===== src/rtl/sdram_req_scheduler.sv =====
`default_nettype none
// ============================================================================
// sdram_req_scheduler : drains the AXI->SDRAM CDC FIFO bank and issues one
// SDRAM command at a time. Optional macro SCHED_RD_TIMEOUT_EN adds a
// read-response timeout with sticky ERR.   Rev 1.0
// ============================================================================
module sdram_req_scheduler #(
  parameter int SIZE    = 32,
  parameter int TIMEOUT = 255
) (
  input  logic            SD_CLK,
  input  logic            SD_RST,
  input  logic            RW_FIFO_EMPTY,
  output logic            SD_RW_EN,
  input  logic            SD_RW_OUT,
  input  logic            WADDR_FIFO_EMPTY,
  input  logic            WDATA_FIFO_EMPTY,
  output logic            SD_WR_ADDR_EN,
  output logic            SD_WR_DATA_EN,
  input  logic [SIZE-1:0] SD_WR_ADDR_OUT,
  input  logic [SIZE-1:0] SD_WR_DATA_OUT,
  input  logic            RADDR_FIFO_EMPTY,
  output logic            SD_RD_ADDR_EN,
  input  logic [SIZE-1:0] SD_RD_ADDR_OUT,
  input  logic            RDATA_FIFO_FULL,
  output logic            SD_RD_DATA_EN,
  output logic [SIZE-1:0] SD_RD_DATA_IN,
  input  logic            REF_REQ,
  output logic            REF_ACK,
  output logic            CMD_VALID,
  input  logic            CMD_READY,
  output logic            CMD_WRITE,
  output logic [SIZE-1:0] CMD_ADDR,
  output logic [SIZE-1:0] CMD_WDATA,
  input  logic            RSP_VALID,
  input  logic [SIZE-1:0] RSP_DATA,
  output logic            BUSY,
  output logic            ERR
);

  localparam logic [3:0] S_IDLE    = 4'd0;
  localparam logic [3:0] S_REFRESH = 4'd1;
  localparam logic [3:0] S_DECODE  = 4'd2;
  localparam logic [3:0] S_WR_WAIT = 4'd3;
  localparam logic [3:0] S_WR_LAT  = 4'd4;
  localparam logic [3:0] S_RD_WAIT = 4'd5;
  localparam logic [3:0] S_RD_LAT  = 4'd6;
  localparam logic [3:0] S_CMD     = 4'd7;
  localparam logic [3:0] S_RD_RSP  = 4'd8;
  localparam logic [3:0] S_RD_PUSH = 4'd9;

  logic [3:0]      state_q, state_d;
  logic            cmd_write_q, cmd_write_d;
  logic [SIZE-1:0] cmd_addr_q, cmd_addr_d;
  logic [SIZE-1:0] cmd_wdata_q, cmd_wdata_d;
  logic [SIZE-1:0] rd_data_q, rd_data_d;
  logic            rsp_valid_q;
  logic [SIZE-1:0] rsp_data_q;
  logic            timeout_w;
  logic            w_rw_go, w_wr_go, w_rd_go;

  assign w_rw_go = !REF_REQ && !RW_FIFO_EMPTY;
  assign w_wr_go = !WADDR_FIFO_EMPTY && !WDATA_FIFO_EMPTY;
  assign w_rd_go = !RADDR_FIFO_EMPTY && !RDATA_FIFO_FULL;

`ifdef SCHED_RD_TIMEOUT_EN
  localparam int CNT_W = ($clog2(TIMEOUT + 1) > 8) ? $clog2(TIMEOUT + 1) : 8;
  logic [CNT_W-1:0] cnt_q;
  logic             err_q;

  assign timeout_w = (state_q == S_RD_RSP) && (cnt_q == CNT_W'(TIMEOUT - 1));
  assign ERR       = err_q;

  // Counter idles at zero outside RD_RSP, so it is clear on every entry.
  always_ff @(posedge SD_CLK) begin
    if (SD_RST) begin
      cnt_q <= '0;
      err_q <= 1'b0;
    end else begin
      if (state_q != S_RD_RSP)
        cnt_q <= '0;
      else if (!timeout_w)
        cnt_q <= cnt_q + 1'b1;
      if (timeout_w && !rsp_valid_q)
        err_q <= 1'b1;
    end
  end
`else
  logic unused_timeout_w;
  assign unused_timeout_w = ^TIMEOUT;
  assign timeout_w        = 1'b0;
  assign ERR              = 1'b0;
`endif

  always_ff @(posedge SD_CLK) begin
    if (SD_RST) begin
      state_q     <= S_IDLE;
      cmd_write_q <= 1'b0;
      cmd_addr_q  <= '0;
      cmd_wdata_q <= '0;
      rd_data_q   <= '0;
      rsp_valid_q <= 1'b0;
      rsp_data_q  <= '0;
    end else begin
      state_q     <= state_d;
      cmd_write_q <= cmd_write_d;
      cmd_addr_q  <= cmd_addr_d;
      cmd_wdata_q <= cmd_wdata_d;
      rd_data_q   <= rd_data_d;
      // Response is registered first, giving the two-cycle RSP_VALID->push latency.
      rsp_valid_q <= RSP_VALID && (state_q == S_RD_RSP);
      rsp_data_q  <= RSP_DATA;
    end
  end

  always_comb begin
    state_d = state_q;
    case (state_q)
      S_IDLE:    if (REF_REQ) state_d = S_REFRESH;
                 else if (!RW_FIFO_EMPTY) state_d = S_DECODE;
      S_REFRESH: state_d = S_IDLE;
      S_DECODE:  state_d = SD_RW_OUT ? S_WR_WAIT : S_RD_WAIT;
      S_WR_WAIT: if (w_wr_go) state_d = S_WR_LAT;
      S_WR_LAT:  state_d = S_CMD;
      S_RD_WAIT: if (w_rd_go) state_d = S_RD_LAT;
      S_RD_LAT:  state_d = S_CMD;
      S_CMD:     if (CMD_READY) state_d = cmd_write_q ? S_IDLE : S_RD_RSP;
      S_RD_RSP:  if (rsp_valid_q || timeout_w) state_d = S_RD_PUSH;
      S_RD_PUSH: state_d = S_IDLE;
      default:   state_d = S_IDLE;
    endcase
  end

  always_comb begin
    cmd_write_d = cmd_write_q;
    cmd_addr_d  = cmd_addr_q;
    cmd_wdata_d = cmd_wdata_q;
    rd_data_d   = rd_data_q;
    case (state_q)
      S_DECODE: cmd_write_d = SD_RW_OUT;
      S_WR_LAT: begin
        cmd_addr_d  = SD_WR_ADDR_OUT;
        cmd_wdata_d = SD_WR_DATA_OUT;
      end
      S_RD_LAT: cmd_addr_d = SD_RD_ADDR_OUT;
      S_RD_RSP: begin
        if (rsp_valid_q)    rd_data_d = rsp_data_q;
        else if (timeout_w) rd_data_d = '1;
      end
      default: ;
    endcase
  end

  // Strobes are masked during reset so no FIFO entry is popped while held.
  always_comb begin
    SD_RW_EN      = 1'b0;
    SD_WR_ADDR_EN = 1'b0;
    SD_WR_DATA_EN = 1'b0;
    SD_RD_ADDR_EN = 1'b0;
    SD_RD_DATA_EN = 1'b0;
    REF_ACK       = 1'b0;
    CMD_VALID     = 1'b0;
    BUSY          = 1'b0;
    if (!SD_RST) begin
      BUSY = (state_q != S_IDLE);
      case (state_q)
        S_IDLE:    SD_RW_EN = w_rw_go;
        S_REFRESH: REF_ACK = 1'b1;
        S_WR_WAIT: begin
          SD_WR_ADDR_EN = w_wr_go;
          SD_WR_DATA_EN = w_wr_go;
        end
        S_RD_WAIT: SD_RD_ADDR_EN = w_rd_go;
        S_CMD:     CMD_VALID = 1'b1;
        S_RD_PUSH: SD_RD_DATA_EN = 1'b1;
        default: ;
      endcase
    end
  end

  assign CMD_WRITE     = cmd_write_q;
  assign CMD_ADDR      = cmd_addr_q;
  assign CMD_WDATA     = cmd_wdata_q;
  assign SD_RD_DATA_IN = rd_data_q;

endmodule
`default_nettype wire


===== config.mk =====
export PLATFORM = sky130hd
export DESIGN_NAME = sdram_req_scheduler
export DESIGN_NICKNAME = d
export VERILOG_FILES = /design/src/rtl/sdram_req_scheduler.sv
export SDC_FILE = /design/constraint.sdc
export NUM_CORES = 1
export LEC_CHECK = 0
export ABC_AREA = 1
export CAP_MARGIN = 20
export CELL_PAD_IN_SITES_DETAIL_PLACEMENT = 1
export CELL_PAD_IN_SITES_GLOBAL_PLACEMENT = 2
export CORE_MARGIN = 2
export CORE_UTILIZATION = 23
export DETAILED_ROUTE_END_ITERATION = 10
export PLACE_DENSITY = 0.87
export SYNTH_ARGS = -nofsm -noshare
export SYNTH_HDL_FRONTEND = slang
export SYNTH_SLANG_ARGS = --single-unit

===== constraint.sdc =====
create_clock -name SD_CLK -period 5.8 [get_ports SD_CLK]
set_clock_uncertainty 0.2 [all_clocks]
set_input_delay 1.74 -clock SD_CLK [delete_from_list [all_inputs] [get_ports SD_CLK]]
set_output_delay 1.74 -clock SD_CLK [all_outputs]
set_load 0.01 [all_outputs]

==> out/results.ini, run 1 <==
[critical_path]
reg2reg_to=CMD_ADDR[8]
crit_path_end_kind=output port
rr_worst_depth=10
crit_required_ps=3860
cp.arrival_ps=3260
worstPathMaxFanout=2
critical_path_class=in2out
timing.rr.start=state_q[2]
worstSetupStartpointType=input pin
r2r_slack_ps=2570

[sta]
fin_crit_ps=5200
setup_ws_ps=599
holdWs_ps=264
finalHoldViolations=0
max_freq_mhz=192
setup_tns_ps=0
finalCritPeriodShare_pct=89.7
rsz0062_at_grt=no
max-slew-margin-rel_pct=39.1
drv_slew=0
setup_violations=0
tightestPinTransition_ps=911

[layout]
post-route-cell-area_um2=8400
nets=1075
drive_above_1_share_pct=6.01
diodes=0
final_cell_mix=clkdlybuf4s50_1, nand2_1, dfxtp_1
area_growth_pct=61.1
fin_cells=1234
final_util_pct=37.4
final_common_cell=clkdlybuf4s50_1

[floorplanning]
die_w_um=155
rows=55
initial_utilization_pct=23.2
io_pins=245
fp.dieH_um=155
die_area_um2=23900
coreArea_um2=22400

[logic_synthesis]
synth_cell_type_count=24
ys_ff_latch=134
syn_nets=853
syn_area_um2=5210
synth.yosys.warnings=0
syn_inst=714
synth-seq-area-share_pct=51.5
avgSynthCellArea_um2=7.30
yosys-top-cells-area=dfxtp_1, nand2_1, nand3_1, nor2_1, inv_1
synth_top_area_share_pct=51.5
synth_top_area_cell=dfxtp_1

[detailed_routing]
drt-initial-drc-count=212
vias=5322
drt_wl_total_um=18300
vias_per_cell=4.31
ant_nets=0
drc=0
avgRoutedWirePerCell_um=14.9
dr.pass1.iters=4

[worst_hold_path]
holdPathStages=2
hold_start=SD_RD_DATA_IN[5]
min_to=SD_RD_DATA_IN[5]
min_path_type=reg2reg

[cts]
path_clk_slew_ps=70
clk_latency_ps=420
cts_tree=built
postCtsHoldBufs=0
clockBufferDepth=2
cts-root-buf=clkbuf_16
cts_buffers=17
htreeDepth=4
post_cts_resized=0
clock_sinks=134
post_cts_buffers=0

[grt]
overflow=0
grt_max_degree=69
antenna_found_initial=0
grt_pass1_wl_um=28800
grt_usage_pct=15.4
grt_pass1_vias=5341

[outcome]
outcome=complete, no violations

[pwr]
power.leakage_nw=3.55
irDropWorstVdd_uv=191
total_power_mw=3.18
p_per_area_nw_per_um2=379

[place]
placed_cell_area_um2=7800
routabilityCongestion=0.730
pre_cts_slack_ps=534
dp_cells=1202
portBuffers=243
hpwl_um=12600

[flow_run]
timing.max_cap.violations=0

-- power breakdown --
group / internal [mW] / switching (mW) / total (mW)
clock: 0.584 / 0.500 / 1.08
sequential: 1.05 / 0.0793 / 1.13
combinational: 0.423 / 0.542 / 0.965
-- final cells by class --
cell class                      count  area (um^2)
Tap cell                          285          357
Timing Repair Buffer              249         2470
Clock buffer                       17          425
Fill cell                        2716        14000
Multi-Input combinational cell    452         1980
Clock inverter                     15          171
Inverter                           82          308
Sequential cell                   134         2680
-- Yosys cell counts, drive strengths merged --
| cell | instances |
|---|---|
| a21oi | 35 |
| buf | 27 |
| clkbuf | 19 |
| clkinv | 1 |
| conb | 1 |
| dfxtp | 134 |
| inv | 81 |
| nand2 | 156 |
| nand3 | 104 |
| nand3b | 1 |
| nor2 | 117 |
| nor3 | 3 |
| nor4 | 1 |
| o21ai | 34 |
-- state kept, by name, indices dropped and copies added, names as in the netlist --
| signal | count |
|---|---|
| CMD_WDATA | 32 |
| CMD_WRITE | 1 |
| CMD_ADDR | 32 |
| SD_RD_DATA_IN | 32 |
| rsp_valid_q | 1 |
| rsp_data_q | 32 |
| state_q | 4 |
-- layer usage --
| layer | track usage (%) | up-vias | wire length (um) |
|---|---|---|---|
| li1 | - | 2657 | - |
| met1 | 18.8 | 2499 | 8040 |
| met2 | 25.9 | 151 | 8710 |
| met3 | 5.07 | 15 | 1390 |
| met4 | 4.37 | 0 | 188 |
| met5 | 0 | - | 0 |
-- kinds of logic after synthesis --
group	after synthesis	synth area share, %
AO/OA/AOI/OAI	69	6.63
flip-flops	134	51.5
buffers and inverters	128	10.6
AND/OR/NAND/NOR	382	31.2
other	1	0.0720
-- worst max-delay path, stage by stage --
cell and delay [ps]:
clkdlybuf4s50_1 390, inv_1 60, nand2_1 90, nor3_1 360, clkdlybuf4s50_1 610
-- worst max path at each step --
stage | slack (ps) | startpoint | endpoint
final | 600 | WDATA_FIFO_EMPTY | SD_WR_DATA_EN
after global routing | 490 | WADDR_FIFO_EMPTY | SD_WR_ADDR_EN
after CTS | 530 | WDATA_FIFO_EMPTY | SD_WR_DATA_EN
after detailed placement | 530 | WDATA_FIFO_EMPTY | SD_WR_DATA_EN
after global placement | 560 | WADDR_FIFO_EMPTY | SD_WR_DATA_EN
after floorplan | 1160 | SD_RST | SD_RD_ADDR_EN
Power figures use the tool's default switching activity.
==> run 2, diff against run 1 <==
--- a/config.mk
+++ b/config.mk
@@ -12,6 +12,7 @@
 export CORE_MARGIN = 2
 export CORE_UTILIZATION = 23
 export DETAILED_ROUTE_END_ITERATION = 10
+export HOLD_SLACK_MARGIN = 0.08
 export PLACE_DENSITY = 0.87
 export SYNTH_ARGS = -nofsm -noshare
 export SYNTH_HDL_FRONTEND = slang
==> results of run 2 <==
No change in the layout: final DEF, timing and power equal those of run 1.
==> run 3, diff against run 2 <==
--- a/config.mk
+++ b/config.mk
@@ -5,15 +5,15 @@
 export SDC_FILE = /design/constraint.sdc
 export NUM_CORES = 1
 export LEC_CHECK = 0
-export ABC_AREA = 1
 export CAP_MARGIN = 20
 export CELL_PAD_IN_SITES_DETAIL_PLACEMENT = 1
 export CELL_PAD_IN_SITES_GLOBAL_PLACEMENT = 2
 export CORE_MARGIN = 2
-export CORE_UTILIZATION = 23
+export CORE_UTILIZATION = 24
 export DETAILED_ROUTE_END_ITERATION = 10
 export HOLD_SLACK_MARGIN = 0.08
-export PLACE_DENSITY = 0.87
+export PLACE_DENSITY = 0.88
 export SYNTH_ARGS = -nofsm -noshare
 export SYNTH_HDL_FRONTEND = slang
 export SYNTH_SLANG_ARGS = --single-unit
+export TNS_END_PERCENT = 1
==> run 3 against run 2 <==
  * Register-to-register slack better by 700 ps
  * Synthesized cell count shrank 23%
  * Sequential share of layout area increased by 1.0 points
  * Final cell count down 14%
  * Wire length shrank 15%
  * Power down 8.2%
  * Fmax increased by 0.73%
  * Hold slack worse by 27 ps
  * Via count fell by 15%
  * Combinational power is 30% lower
  * Critical path type unchanged
  * Largest cell class unchanged
==> out/results.ini, run 3 <==
[critical_path]
crit_buf_inv=2
worstSetupStartpointType=input pin
crit_family=buffers and inverters
cpPeakStageDelay_ps=580
critical_path_class=in2out
reg2reg_to=CMD_WDATA[30]
timing.rr.start=state_q[2]
worstPathMaxFanout=27
crit_path_end_kind=output port
path_cells=buf_4, nor2_1, nand2_1, nor4_1, clkdlybuf4s50_1
crit_path_start=SD_RST
rr_worst_depth=6
crit_cells=5
cp_slowest_cell=clkdlybuf4s50_1
endpoint=SD_RD_ADDR_EN
crit_required_ps=3860
cp.arrival_ps=3220
r2r_slack_ps=3270

[logic_synthesis]
synth_cell_type_count=33
yosys-top-cells-area=dfxtp_1, nand2_1, a21oi_1, mux2i_1, a211oi_1
synth_top_area_share_pct=54.7
ys_ff_latch=134
synth_ff_type=dfxtp_1
syn_area_um2=4900
syn_inst=551
yosysMostFrequentCell=dfxtp_1
synth.yosys.warnings=0
synth_top_area_cell=dfxtp_1
async_reset_ff_share_pct=0
syn_nets=690
synth-seq-area-share_pct=54.7
synth_edf_count=0
synth_commonest_cells=dfxtp_1, nand2_1, a21oi_1
avgSynthCellArea_um2=8.89

[layout]
final_common_cell=clkdlybuf4s50_1
post-route-cell-area_um2=8140
multi_input_area_um2=1990
drive_above_1_share_pct=5.58
final_cell_mix=clkdlybuf4s50_1, dfxtp_1, nand2_1
seqCellArea_um2=2680
nets=915
n_fill_cell=2328
diodes=0
area_growth_pct=66.1

[sta]
rsz0062_at_grt=no
setup_tns_ps=0
tightestPinTransition_ps=885
drv_slew=0
finalHoldViolations=0
setup_violations=0
max-slew-margin-rel_pct=41.0
finalCritPeriodShare_pct=89.0
max_freq_mhz=194
fin_crit_ps=5160

[cts]
clockBufferDepth=2
postCtsHoldBufs=0
clock_sinks=134
path_clk_slew_ps=60
cts_buffers=17
cts_tree=built
clk_latency_ps=410
post_cts_buffers=0
cts-root-buf=clkbuf_16
htreeDepth=4
post_cts_resized=0

[pwr]
p_int_mw=2.11
p_per_area_nw_per_um2=358
power.leakage_nw=2.81
irDropWorstVdd_uv=188
p_seq_share_pct=37.6
p_switching_mw=0.809
combPwrFrac_pct=23.2
p_sw_share_pct=27.7
clockPowerShare_pct=39.3

[place]
routabilityCongestion=0.729
hpwl_um=11100
placed_cell_area_um2=7510
portBuffers=243

[outcome]
outcome=complete, no violations

[grt]
overflow=0
grt_max_degree=84
grt_pass1_wl_um=25000
grt_pass1_vias=4663
antenna_found_initial=0
grt_usage_pct=14.7

[detailed_routing]
dr.pass1.iters=4
avgRoutedWirePerCell_um=14.7
ant_nets=0
drc=0
drt_wl_total_um=15600
drt-initial-drc-count=105
vias_per_cell=4.29
vias=4546

[floorplanning]
rows=52
die_w_um=147
coreArea_um2=20200
fp.dieH_um=147
io_pins=245
die_area_um2=21600
initial_utilization_pct=24.3

[flow_run]
timing.max_cap.violations=0

[worst_hold_path]
min_path_type=reg2reg

run 3: tightest hold or removal path, cell delays in order, from the launching register on:
cell,delay (ps)
dfxtp_1,290
nand2_1,50
a21oi_1,50
run 3: area by class of cell:
class | instances | share of cell area, %
multi-input cells | 370 | 24.5
clock inverters | 14 | 2.43
repair buffers | 251 | 30.6
clock buffers | 18 | 5.27
flip-flops and latches | 134 | 33.0
well taps | 270 | 4.15
inverters | 2 | 0.0922
run 3: per-layer routing:
layer	track usage, %	routed length (um)
met4	4.52	208
met3	5.40	1090
met2	24.6	7570
met1	17.7	6700
met5	0	0
run 3: cells by family (layout without fill, tap and decap cells):
kind of cell | Yosys count | in the layout | share of synthesized area (%)
buffers and inverters | 47 | 285 | 4.77
DFF | 134 | 134 | 54.7
muxes | 32 | 32 | 6.54
and+or+nand+nor | 223 | 223 | 19.9
AOI/OAI and AO/OA | 114 | 114 | 13.9
other | 1 | 1 | 0.0765
run 3: through the flow:
stage	power, mW	hold WS (ps)	setup WS (ps)	utilization [%]	instances
global route	3.09	248	573	40.4	1059
finish	2.92	237	637	40.4	1059
detailed placement	1.80	226	649	37.2	1027
CTS	2.97	236	631	40.4	1059
floorplan	1.47	217	1210	-	551
global placement	1.79	220	648	37.2	1027
run 3: power by group through the flow:
stage	clock (mW)	combinational (mW)	sequential, mW
final	1.15	0.675	1.10
after global routing	1.23	0.740	1.11
after floorplan	0	0.352	1.12
after detailed placement	0	0.685	1.12
after global placement	0	0.680	1.11
after CTS	1.18	0.689	1.10
run 3: worst min-delay path by stage:
| stage | slack, ps | to | cells after the start | from |
|---|---|---|---|---|
| after CTS | 240 | SD_RD_DATA_IN[24] | 2 | rsp_data_q[24] |
| after floorplan | 220 | SD_RD_DATA_IN[0] | 2 | rsp_data_q[0] |
| final | 240 | SD_RD_DATA_IN[16] | 2 | rsp_data_q[16] |
| after detailed placement | 230 | SD_RD_DATA_IN[9] | 2 | rsp_data_q[9] |
| after global placement | 220 | SD_RD_DATA_IN[11] | 2 | rsp_data_q[11] |
| after global routing | 250 | SD_RD_DATA_IN[7] | 2 | rsp_data_q[7] |
